<file path="src/rtl/counter_cmd_sequencer.sv">
// Command sequencer: FIFO-buffered commands expanded into one-hot counter strobes.
// Optional `SEQ_ABORT_EN adds an Abort input that flushes the FIFO and executor.
module counter_cmd_sequencer #(
  parameter int FIFO_DEPTH = 4,
  parameter int CNT_W      = 4
) (
  input  logic             Clock,
  input  logic             ResetN,
`ifdef SEQ_ABORT_EN
  input  logic             Abort,
`endif
  input  logic             CmdValid,
  output logic             CmdReady,
  input  logic [2:0]       CmdOp,
  input  logic [CNT_W-1:0] CmdCount,
  input  logic [7:0]       CmdData,
  output logic             DoReset,
  output logic             DoIncrement,
  output logic             DoDecrement,
  output logic             DoShiftL2R,
  output logic             DoShiftR2L,
  output logic             CounterInMSB,
  output logic             CounterInLSB,
  output logic             Busy,
  output logic             CmdError
);

  localparam int AW = $clog2(FIFO_DEPTH);
  localparam int EW = 3 + CNT_W + 8;
  localparam int RW = CNT_W + 1;

  localparam logic [AW-1:0] PTR_ONE = 1;
  localparam logic [AW:0]   OCC_ONE = 1;
  localparam logic [AW:0]   OCC_FULL = FIFO_DEPTH;
  localparam logic [RW-1:0] REM_ONE = 1;

  localparam logic [2:0] OP_CLR = 3'd0;
  localparam logic [2:0] OP_INC = 3'd1;
  localparam logic [2:0] OP_DEC = 3'd2;
  localparam logic [2:0] OP_L2R = 3'd3;
  localparam logic [2:0] OP_R2L = 3'd4;

  typedef enum logic [1:0] {
    S_IDLE,
    S_RUN,
    S_ERR
  } state_e;

  logic abort;
`ifdef SEQ_ABORT_EN
  assign abort = Abort;
`else
  assign abort = 1'b0;
`endif

  logic [EW-1:0]    mem_q [FIFO_DEPTH];
  logic [AW-1:0]    wr_q, wr_d;
  logic [AW-1:0]    rd_q, rd_d;
  logic [AW:0]      occ_q, occ_d;
  logic             full, empty;
  logic             push, pop;

  logic [EW-1:0]    head;
  logic [2:0]       head_op;
  logic [CNT_W-1:0] head_cnt;
  logic [7:0]       head_data;

  state_e           state_q, state_d;
  logic [2:0]       op_q, op_d;
  logic [7:0]       data_q, data_d;
  logic [RW-1:0]    rem_q, rem_d;
  logic [2:0]       k_q, k_d;

  logic [4:0]       strb_q, strb_d;
  logic             msb_q, msb_d;
  logic             lsb_q, lsb_d;
  logic             err_q, err_d;
  logic             busy_q, busy_d;

  assign full     = (occ_q == OCC_FULL);
  assign empty    = (occ_q == '0);
  assign CmdReady = ResetN && !full && !abort;
  assign push     = CmdValid && CmdReady;

  assign head      = mem_q[rd_q];
  assign head_op   = head[EW-1 -: 3];
  assign head_cnt  = head[8 +: CNT_W];
  assign head_data = head[7:0];

  // FIFO storage; contents need no reset since pointers gate them
  always_ff @(posedge Clock) begin
    if (push) mem_q[wr_q] <= {CmdOp, CmdCount, CmdData};
  end

  // FIFO pointer and occupancy next state
  always_comb begin
    wr_d  = wr_q;
    rd_d  = rd_q;
    occ_d = occ_q;
    if (push) wr_d = wr_q + PTR_ONE;
    if (pop)  rd_d = rd_q + PTR_ONE;
    unique case ({push, pop})
      2'b10:   occ_d = occ_q + OCC_ONE;
      2'b01:   occ_d = occ_q - OCC_ONE;
      default: occ_d = occ_q;
    endcase
    if (abort) begin
      wr_d  = '0;
      rd_d  = '0;
      occ_d = '0;
    end
  end

  // Executor next state; the head pops on the edge ending the last step
  always_comb begin
    state_d = state_q;
    op_d    = op_q;
    data_d  = data_q;
    rem_d   = rem_q;
    k_d     = k_q;
    pop     = 1'b0;
    unique case (state_q)
      S_IDLE: pop = !empty;
      S_RUN: begin
        if (rem_q == REM_ONE) begin
          pop     = !empty;
          state_d = S_IDLE;
        end else begin
          rem_d = rem_q - REM_ONE;
          k_d   = k_q + 3'd1;
        end
      end
      S_ERR: begin
        pop     = !empty;
        state_d = S_IDLE;
      end
      default: state_d = S_IDLE;
    endcase
    if (abort) pop = 1'b0;
    if (pop) begin
      if (head_op > OP_R2L) begin
        state_d = S_ERR;
      end else begin
        state_d = S_RUN;
        op_d    = head_op;
        data_d  = head_data;
        rem_d   = {1'b0, head_cnt} + REM_ONE;
        k_d     = '0;
      end
    end
    if (abort) state_d = S_IDLE;
  end

  // Registered outputs decoded from the next executor state
  always_comb begin
    strb_d = '0;
    msb_d  = 1'b0;
    lsb_d  = 1'b0;
    err_d  = (state_d == S_ERR);
    busy_d = (occ_d != '0) || (state_d != S_IDLE);
    if (state_d == S_RUN) begin
      unique case (op_d)
        OP_CLR: strb_d[0] = 1'b1;
        OP_INC: strb_d[1] = 1'b1;
        OP_DEC: strb_d[2] = 1'b1;
        OP_L2R: begin
          strb_d[3] = 1'b1;
          msb_d     = data_d[k_d];
        end
        OP_R2L: begin
          strb_d[4] = 1'b1;
          lsb_d     = data_d[3'd7 - k_d];
        end
        default: strb_d = '0;
      endcase
    end
  end

  // State, pointer and output registers
  always_ff @(posedge Clock or negedge ResetN) begin
    if (!ResetN) begin
      wr_q    <= '0;
      rd_q    <= '0;
      occ_q   <= '0;
      state_q <= S_IDLE;
      op_q    <= '0;
      data_q  <= '0;
      rem_q   <= '0;
      k_q     <= '0;
      strb_q  <= '0;
      msb_q   <= 1'b0;
      lsb_q   <= 1'b0;
      err_q   <= 1'b0;
      busy_q  <= 1'b0;
    end else begin
      wr_q    <= wr_d;
      rd_q    <= rd_d;
      occ_q   <= occ_d;
      state_q <= state_d;
      op_q    <= op_d;
      data_q  <= data_d;
      rem_q   <= rem_d;
      k_q     <= k_d;
      strb_q  <= strb_d;
      msb_q   <= msb_d;
      lsb_q   <= lsb_d;
      err_q   <= err_d;
      busy_q  <= busy_d;
    end
  end

  assign DoReset      = strb_q[0];
  assign DoIncrement  = strb_q[1];
  assign DoDecrement  = strb_q[2];
  assign DoShiftL2R   = strb_q[3];
  assign DoShiftR2L   = strb_q[4];
  assign CounterInMSB = msb_q;
  assign CounterInLSB = lsb_q;
  assign CmdError     = err_q;
  assign Busy         = busy_q;

endmodule
</file>
<file path="config.mk">
export PLATFORM = sky130hd
export DESIGN_NAME = counter_cmd_sequencer
export DESIGN_NICKNAME = d
export VERILOG_FILES = /design/src/rtl/counter_cmd_sequencer.sv
export SDC_FILE = /design/constraint.sdc
export NUM_CORES = 1
export LEC_CHECK = 0
export ABC_AREA = 1
export BUFFER_PORTS_ARGS = -buffer_cell sky130_fd_sc_hd__buf_2
export CORE_MARGIN = 2
export CORE_UTILIZATION = 60
export CTS_CLUSTER_DIAMETER = 80
export DETAILED_ROUTE_END_ITERATION = 16
export PLACE_DENSITY = 0.87
export SETUP_SLACK_MARGIN = 0.3
export SLEW_MARGIN = 10
export SYNTH_ARGS = -nofsm -noshare
export SYNTH_HDL_FRONTEND = slang
export SYNTH_SLANG_ARGS = --single-unit
</file>
<file path="constraint.sdc">
create_clock -name Clock -period 3.1 [get_ports Clock]
set_clock_uncertainty 0.2 [all_clocks]
set_input_delay 0.31 -clock Clock [delete_from_list [all_inputs] [get_ports Clock]]
set_output_delay 0.31 -clock Clock [all_outputs]
set_load 0.01 [all_outputs]
</file>
==> results of run 1 <==
flip-flops by register name (all words and copies together) (netlist names), 2 cells and up:
register / count
rem_q: 5
state_q: 2
occ_q: 3
op_q: 3
strb_q: 5
rd_q: 2
wr_q: 2
k_q: 3
data_q: 8
mem_q: 60
worst max-delay path, cell delays in order:
cell           delay (ps)
dlygate4sd3_1         520
buf_2                 100
inv_1                  40
a31oi_2               180
nand2_2                80
ha_1                  240
fa_1                  390
a21oi_1               150
o21ai_0               120
xor2_1                180
nor4_2                230
nand2_1                70
cells by family after synthesis:
family | Yosys count | share of synthesized area
compound gates | 55 | 0.07305
simple gates | 172 | 0.1810
buf+inv | 58 | 0.05896
flops | 97 | 0.6395
xor+xnor | 8 | 0.01643
fa+ha+maj | 10 | 0.03109
power by group through the flow:
stage	sequential, mW	combinational [mW]	clock, mW
floorplan	1.84	1.97	0
global placement	1.87	2.33	0
detailed placement	1.88	2.45	0
CTS	1.85	2.49	0.780
global route	1.89	2.89	0.836
finish	1.86	2.54	0.769
repair_timing:
item | CTS | global route
endpoints found under the hold margin | 97 | 0
buffers inserted | 0 | 1
hold buffers | 16 | 0
gates resized for setup | 0 | 4
endpoints found under the setup margin | 0 | 2
final cells by class:
| cell class | instances | share of cell area |
|---|---|---|
| sequential | 97 | 0.5591 |
| multi-input combinational | 245 | 0.2666 |
| timing repair buffer | 53 | 0.07588 |
| inverter | 46 | 0.03589 |
| clock buffer | 9 | 0.02538 |
| tap | 96 | 0.02461 |
| clock inverter | 7 | 0.01256 |
worst max-delay path by stage:
stage | startpoint | to | slack, ps | cells past startpoint
floorplan | occ_q[1]$_DFF_PN0_ | Busy$_DFF_PN0_ | 540 | 10
global placement | occ_q[1]$_DFF_PN0_ | Busy$_DFF_PN0_ | 630 | 10
detailed placement | occ_q[0]$_DFF_PN0_ | Busy$_DFF_PN0_ | 520 | 10
CTS | ResetN | Busy$_DFF_PN0_ | 390 | 12
global route | ResetN | Busy$_DFF_PN0_ | 330 | 12
finish | ResetN | Busy$_DFF_PN0_ | 540 | 12
layout by cell type (no fill, tap or decap), drive strengths merged:
| cell type | synthesis | layout |
|---|---|---|
| fa | 1 | 1 |
| o21ai | 38 | 38 |
| ha | 9 | 9 |
| nor3 | 2 | 2 |
| dfrtp | 37 | 37 |
| clkinv | 0 | 3 |
| a21oi | 7 | 7 |
| dlygate4sd3 | 0 | 16 |
| nand3b | 1 | 1 |
| o22ai | 8 | 8 |
| edfxtp | 60 | 60 |
| a31oi | 1 | 1 |
| clkbuf | 6 | 9 |
| nand2 | 75 | 75 |
| buf | 6 | 37 |
| nand3 | 34 | 34 |
| or2 | 1 | 1 |
| xor2 | 7 | 7 |
| xnor2 | 1 | 1 |
| nor2 | 58 | 58 |
| inv | 46 | 49 |
| nor4 | 1 | 1 |
| o31ai | 1 | 1 |
| clkinvlp | 0 | 1 |
per-stage QoR:
step	cell area, µm²	utilization
detailed placement	4512	0.6604
global route	4881	0.7145
CTS	4857	0.7110
finish	4881	0.7145
global placement	4512	0.6604
floorplan	4265	-
per-layer routing:
| metal | vias up | track usage | wire [µm] |
|---|---|---|---|
| met5 | - | 0 | 0 |
| met4 | 0 | 0.1116 | 259 |
| met3 | 22 | 0.05410 | 384 |
| met2 | 81 | 0.3732 | 3937 |
| met1 | 1389 | 0.2949 | 3585 |
| li1 | 1431 | - | - |
==> flow_results.org, run 1 <==
** Run status
- Result of the run :: complete, no violations

** Logic synthesis
- The mapped netlist covers roughly 0.0043 mm².
- The number of nets handed over by synthesis was ~430.
- Summed over all instances, the cell type with the most area after synthesis is edfxtp_1.
- Synthesis produced a netlist whose cell count is 400.
- Most frequent cell after synthesis :: nand2_1
- Sequential-to-total area share from yosys stat :: 0.6395
- Of the post-synthesis cell area, the dominant cell type holds 0.4224.
- Counting flops with a built-in enable in the synthesized netlist gives 60.
- Yosys attributes the largest share of cell area to edfxtp_1 42%, dfrtp_1 22%, nand2_1 6.2%.
- Of all flip-flops after synthesis, the portion carrying an async set or reset was 0.3814.
- Yosys mapped the design onto 34 distinct sky130hd cell types.
- Prevailing post-synth register cell :: edfxtp_1
- Number of warnings printed during yosys synthesis :: 0
- Syn_area_per_cell :: 10.66 µm²
- Number of storage elements in the synthesis netlist :: 97
- The commonest cells after synthesis are 71 x nand2_1, 60 x edfxtp_1, 52 x nor2_1.

** Global routing
- Across every metal layer, demand over resource in global routing totals 0.2304.
- Entering global routing, the biggest net connects 38 pins.
- Total congestion overflow after global routing :: 0
- Vias in the first global route :: ~2800
- The first global-routing pass estimated between 10000 and 15000 µm of wire.
- Initial antenna violation count :: 0

** Timing
- Clock period minus final worst setup slack :: 2562 ps
- Setup repair after global routing left no endpoint under its margin.
- The final number of hold-violating endpoints came to 0.
- Tightest Pin Transition :: roughly 460 ps
- For the final routed database, the setup TNS stands at 0 ps.
- Pins Over Slew Limit :: 0
- Maximum frequency from static timing analysis :: around 0.4 GHz
- Worst hold margin :: around 150 ps
- In this run the tightest slew margin relative to its limit is 0.6930.
- Dividing the final minimum period by the clock period gives 0.8263.
- Setup slack on the critical path of the routed design comes to about 540 ps.
- Setup violations remaining at the end of the flow were counted as 0.

** Placed design
- In this run, placement finished with an instance count of between 500 and 600.
- Before CTS, the worst setup slack after placement is about 520 ps.
- Final Wtd Congestion :: 0.8466
- HPWL after DPL :: ~5500 µm
- Buffers placed on the I/O ports in this run total 27.

** Power
- Static Leakage :: 2.115 nW
- Of the total power, the share spent switching nets is 0.4509.
- Total power for the finished layout comes to 5.170 mW.
- Combinational Power Share :: 0.491
- Clock network fraction of design power :: 0.149
- Max rail drop VDD :: approximately 520 µV
- Internal Pwr Total :: about 2.8 mW
- Power density over the cells :: about 1100 mW/mm²
- The share of total power dissipated in sequential elements is 0.360.
- Net load switching power :: ~2.3 mW

** Drt
- Residual antenna-violating net count after detailed routing :: 0
- Post-detailed-routing wire length :: 8166 µm
- Vias after detailed routing :: approximately 2900
- Initial DRC count :: between 150 and 200
- DRC :: 0
- Drt pass-1 iters :: 4
- After detailed routing, the number of vias per cell comes to between 5 and 6.
- Routed len/inst :: between 10 and 15 µm

** Worst setup path
- Biggest fanout along the worst timing path :: 3
- Type of element capturing the critical path :: flop
- At the worst endpoint, the required time is 3150 ps.
- Setup slack of the most critical reg-to-reg path :: ~590 ps
- Reg-to-Reg End :: Busy$_DFF_PN0_
- STA classifies the critical path startpoint as a primary input.
- Arrival time of data at the critical path endpoint :: roughly 2600 ps
- In this run the critical register-to-register path is launched from rem_q[1]$_DFF_PN0_.
- Start-to-end type of the worst setup path :: in2reg
- Cell depth of the worst flop-to-flop path :: 11

** Floorplan
- The die covers between 0.007 and 0.008 mm².
- For this configuration, the core starts out at a cell density of 0.6244.
- The die is just under 90 µm wide.
- Measured along the y axis, the die boundary spans about 90 µm.
- Row generation in the floorplan step produced 30 rows.
- I/O pin total :: 28
- Placeable core region :: just under 0.007 mm²

** Min path
- The worst hold path terminates at wr_q[0]$_DFFE_PN0P_.
- The worst hold path was traced through 4 stages.
- The path class of the tightest hold or removal check is in2reg.
- Hold wc startpoint :: CmdValid

** Clock tree
- Counting the buffers created by CTS gives 9.
- Maximum clock path buffer count :: 2
- Clock latency on the worst-skew pair :: around 360 ps
- The clock drives 97 sinks.
- The root buffer cell chosen for the clock tree is clkbuf_8.
- Clock transition at the registers of the reported paths :: 90 ps
- Number of H-tree levels :: 3
- TritonCTS built the clock tree.

** Layout
- Filler Cell Count :: 500
- Of the cells placed in the final design, the portion with a size suffix greater than 1 is 0.1816.
- Number of diodes added for antenna fixing :: 0
- Storage cell area :: roughly 0.0027 mm²
- Summing all multi-input logic gate instances after layout gives between 0.001 and 0.0015 mm².
- Area overhead of the layout relative to synthesis :: 14.43%
- Cell Count, Final, Fillers Out :: ~550
- For this run, the post-layout net count is 480.

** Run
- Across the run, the number of max-cap violations was 0.
No activity file was read; power rests on OpenSTA's default activity.
==> run 2, diff against run 1 <==
Settings changed: ABC_AREA 1 to 0, CORE_UTILIZATION 60 to 54, PLACE_DENSITY 0.87 to 0.83.
Clock period 3.1 ns to 2.05 ns, I/O delays scaled along.
==> flow_results.org, run 2 <==
** Run status
- Result of the run: complete, but fails checks (was complete, no violations).
- The checks that failed: negative setup slack.

** Drt
- The number of detailed-route iterations in the first pass was 4 (unchanged).
- The number of violations reported at the end of detailed-routing iteration 0 came to 264 (was 157).
- Residual antenna-violating net count after detailed routing :: 0 (unchanged)
- The via count of the routed design was 2817 (was 2923).
- Routed len/inst :: 19.96 µm (was 14.77 µm)
- DRC :: 0 (unchanged)
- Via-to-Cell Ratio :: 5.737 (was 5.286)
- The final wirelength is 9800 µm (was 8166 µm).

** Logic synthesis
- The net count after synthesis was 300 (was 428).
- Post-synth EDFFs :: 60 (unchanged)
- The synthesized area per cell came to 15.59 µm² (was 10.66 µm²).
- Main area contributors after synthesis: edfxtp_1 42%, dfrtp_1 22%, mux4_2 9.0% (was edfxtp_1 42%, dfrtp_1 22%, nand2_1 6.2%).
- Commonest cells post-synth: 60 x edfxtp_1, 37 x dfrtp_1, 18 x nand2_1 (was 71 x nand2_1, 60 x edfxtp_1, 52 x nor2_1).
- Number of warnings printed during yosys synthesis :: 0 (unchanged)
- The flip-flop cell with the highest count after synthesis is edfxtp_1 (unchanged).
- Most frequent cell after synthesis :: edfxtp_1 (was nand2_1)
- Number of storage elements in the synthesis netlist :: 97 (unchanged)
- Area share of the largest cell type after synthesis :: 0.4248 (was 0.4224)
- The fraction of synthesis flops using an asynchronous set or reset pin came to 0.3814 (unchanged).
- The synthesized cell area is 0.004242 mm² (was 0.004265 mm²).
- Library cell occupying the most area in the post-synthesis netlist :: edfxtp_1 (unchanged)
- Post-synthesis cell type count :: 59 (was 34)
- The gate count after technology mapping was 272 (was 400).
- The sequential area share after synthesis is 0.6431 (was 0.6395).

** Timing
- The worst path setup slack after routing is -849.0 ps (was 538.4 ps).
- Of the available clock period, the critical path in the final layout requires 1.414.
- The count of endpoints failing setup in the final report is 35 (was 0).
- Worst hold margin :: 97.29 ps (was 151.7 ps)
- The measured slew at the worst slew-check pin was 615.7 ps (was 460.5 ps).
- Max-Slew Margin vs Limit :: 0.5880 (was 0.6930)
- Setup repair after global routing missed its margin :: yes (was no)
- Clock period minus final worst setup slack :: 2899 ps
- The final number of hold-violating endpoints was 0 (unchanged).
- Pins Over Slew Limit :: 0 (unchanged)
- Maximum frequency from static timing analysis :: 0.3449 GHz

** Floorplan
- The full die area was 0.008579 mm² (was 0.007800 mm²).
- The number of ports placed on the die boundary was 28 (unchanged).
- The cell row count is 32 (was 30).
- Horizontal die dimension :: 92.63 µm (was 88.32 µm)
- Die boundary height :: 92.63 µm (was 88.32 µm)
- The starting utilization of the core area was 0.5518 (was 0.6244).
- The floorplan core area was 0.007687 mm² (was 0.006832 mm²).

** Global routing
- The total congestion overflow after global routing came to 0 (unchanged).
- The overall routing resource usage was 0.2002 (was 0.2304).
- The number of global-route vias before repair is 2736 (was 2826).
- Wire length of the first global-routing pass :: 12910 µm (was 13250 µm)
- Pin count of the biggest net entering global routing :: 38 (unchanged)
- The initial antenna violation count was 0 (unchanged).

** Worst setup path
- Arrival time of data at the critical path endpoint :: 2950 ps (was 2610 ps)
- Biggest fanout along the worst timing path :: 3 (unchanged)
- Delay of the slowest cell on the worst path :: 480 ps (was 520 ps)
- Most used cell along the critical path :: ha_4
- The number of buffer and inverter stages on the critical path came to 1 (was 3).
- Type of element capturing the critical path :: flop (unchanged)
- CP cell instances :: inv_2 -> ha_4 -> or4b_4 -> a211oi_4 -> ha_4 -> fa_1 -> mux2_4 -> nor4_2 -> nand2_1 (was dlygate4sd3_1 -> buf_2 -> inv_1 -> a31oi_2 -> nand2_2 -> ha_1 -> fa_1 -> a21oi_1 -> o21ai_0 -> xor2_1 -> nor4_2 -> nand2_1)
- The family of cells with the greatest summed delay on the critical path is adder cells (was buffers and inverters).
- The sort of element at the start of the critical path was a flop (was primary input).
- The critical path data required time is 2110 ps (was 3150 ps).
- The type of the worst setup path is reg2reg (was in2reg).
- Worst path slowest cell :: or4b_4 (was dlygate4sd3_1)

** Power
- The power per standard cell area came to 1664 mW/mm² (was 1059 mW/mm²).
- The maximum ir drop on the vdd rail is 745.9 µV (was 517.5 µV).
- Static Leakage :: 2.246 nW (was 2.115 nW)

** Placed design
- The count of buffers from port buffering was 27 (unchanged).
- The pre-CTS setup slack was -860.1 ps (was 515.8 ps).
- Final Wtd Congestion :: 0.8122 (was 0.8466)
- The HPWL reported at the end of detailed placement was 5383 µm (was 5498 µm).
- Inst Count DP :: 443 (was 520)
- The total cell area at the placement stage came to 0.004883 mm² (was 0.004512 mm²).

** Min path
- The class of the tightest hold or removal check is in2reg (unchanged).

** Layout
- The number of flip-flops under the largest register name was 60 (unchanged).
- The design area was 0.005643 mm² (was 0.004881 mm²).
- Highest-count cells in the layout ignoring fill and taps: 60 x edfxtp_1, 55 x buf_4, 37 x dfrtp_1 (was 70 x nand2_1, 60 x edfxtp_1, 52 x nor2_1).
- Area overhead of the layout relative to synthesis :: 33.04% (was 14.43%)
- The count of antenna diodes in the layout came to 0 (unchanged).
- Core utilization of the finished layout :: 0.7340 (was 0.7145)
- Most frequent standard cell in the layout excluding fill and tap cells :: edfxtp_1 (was nand2_1)
- Share of final-layout standard cells stronger than drive strength 1 :: 0.4602 (was 0.1816)
- Cell Count, Final, Fillers Out :: 491 (was 553)
- Register with the most flip-flops :: mem_q (unchanged)
- Biggest registers after layout :: mem_q: 60 flops, data_q: 8 flops (unchanged)
- Total number of nets in the final design :: 412 (was 480)

** Clock tree
- Num CTS Buffers :: 9 (unchanged)
- Number of H-tree levels :: 3 (unchanged)
- Clock latency on the worst-skew pair :: 370 ps (was 360 ps)
- Root Buffer Master :: clkbuf_8 (unchanged)
- The CTS sink count is 97 (unchanged).
- The buffer depth of the longest clock path is 2 (unchanged).
- Clock tree from TritonCTS :: done (unchanged)
- The clock transition at the registers of the reported paths was 90 ps (about the same).

** Run
- The max-capacitance violation count came to 0 (unchanged).
==> run 2: changes by cell type in the layout (fill, tap and decap cells not counted), moves of 5 or more <==
| cell | delta |
|---|---|
| nand2_1 | -56 |
| xor2_1 | -5 |
| o21ai_0 | -25 |
| nand3_1 | -27 |
| nor2_1 | -46 |
| o22ai_1 | -7 |
| inv_2 | -7 |
| buf_6 | +10 |
| inv_1 | -29 |
| mux2_2 | +8 |
| buf_4 | +45 |
| xnor2_1 | +5 |
| and3_4 | +6 |
| mux4_2 | +17 |
==> run 2: final cells by class <==
class,count,area [µm²]
Sequential cell,97,2728
Fill cell,450,2044
Multi-Input combinational cell,154,1657
Timing Repair Buffer,112,895.9
Clock buffer,10,127.6
Tap cell,102,127.6
Clock inverter,6,67.56
Inverter,10,40.04
==> run 2: worst min-delay path: cells and delay by family <==
kind | cells | cell delay [ps]
buffers and inverters | 2 | 220
and+or+nand+nor | 1 | 150
xor gates and xnor gates | 1 | 60
==> run 2: timing repair <==
action,4_1_cts,5_1_grt
resized for setup,11,52
buffers inserted,3,11
gates cloned,0,2
pin swaps,7,18
hold buffers,16,0
endpoints found under the hold margin,97,0
setup endpoints to repair,95,36
==> run 2: path summary, 6_finish.rpt <==
check | start | endpoint | slack [ps] | cells after the start
worst min-delay path | CmdValid | wr_q[0]$_DFFE_PN0P_ | 100 | 4
max in group asynchronous | ResetN | data_q[5]$_DFF_PN0_ | 1040 | 3
worst max-delay path | rem_q[1]$_DFF_PN0_ | Busy$_DFF_PN0_ | -850 | 9
worst min register to register | data_q[2]$_DFF_PN0_ | data_q[2]$_DFF_PN0_ | 370 | 1
worst max register to register | rem_q[1]$_DFF_PN0_ | Busy$_DFF_PN0_ | -850 | 9
min in group asynchronous | ResetN | op_q[0]$_DFF_PN0_ | 250 | 3
==> run 2: where the power goes <==
part	internal [mW]	total (mW)	switching (mW)
Combinational	2.76	5.27	2.50
Sequential	2.55	2.89	0.334
Clock	0.571	1.24	0.666
==> run 2: logic make-up after synthesis <==
kind of cell    count (synthesis)  synth area share
mux                            26            0.1142
flops                          97            0.6431
simple gates                   67           0.08968
buf+inv                        21           0.02360
xor+xnor                       11           0.02272
compound gates                 40           0.07552
fa+ha+maj                      10           0.03127
==> run 2: routing by layer <==
| metal | part of all wire | routed length, µm | global-route usage |
|---|---|---|---|
| met1 | 0.39 | 3841 | 0.2511 |
| met2 | 0.53 | 5230 | 0.3364 |
| met4 | 0.025 | 242 | 0.1005 |
| met5 | 0 | 0 | 0 |
| met3 | 0.050 | 486 | 0.03743 |
==> run 2: metrics by stage <==
step / total power [mW] / setup TNS (ps)
after detailed placement: 6.763 / -16620
after CTS: 8.141 / -15980
after floorplan: 5.326 / -10460
after global routing: 9.818 / -18400
final: 9.392 / -15910
after global placement: 6.609 / -14440
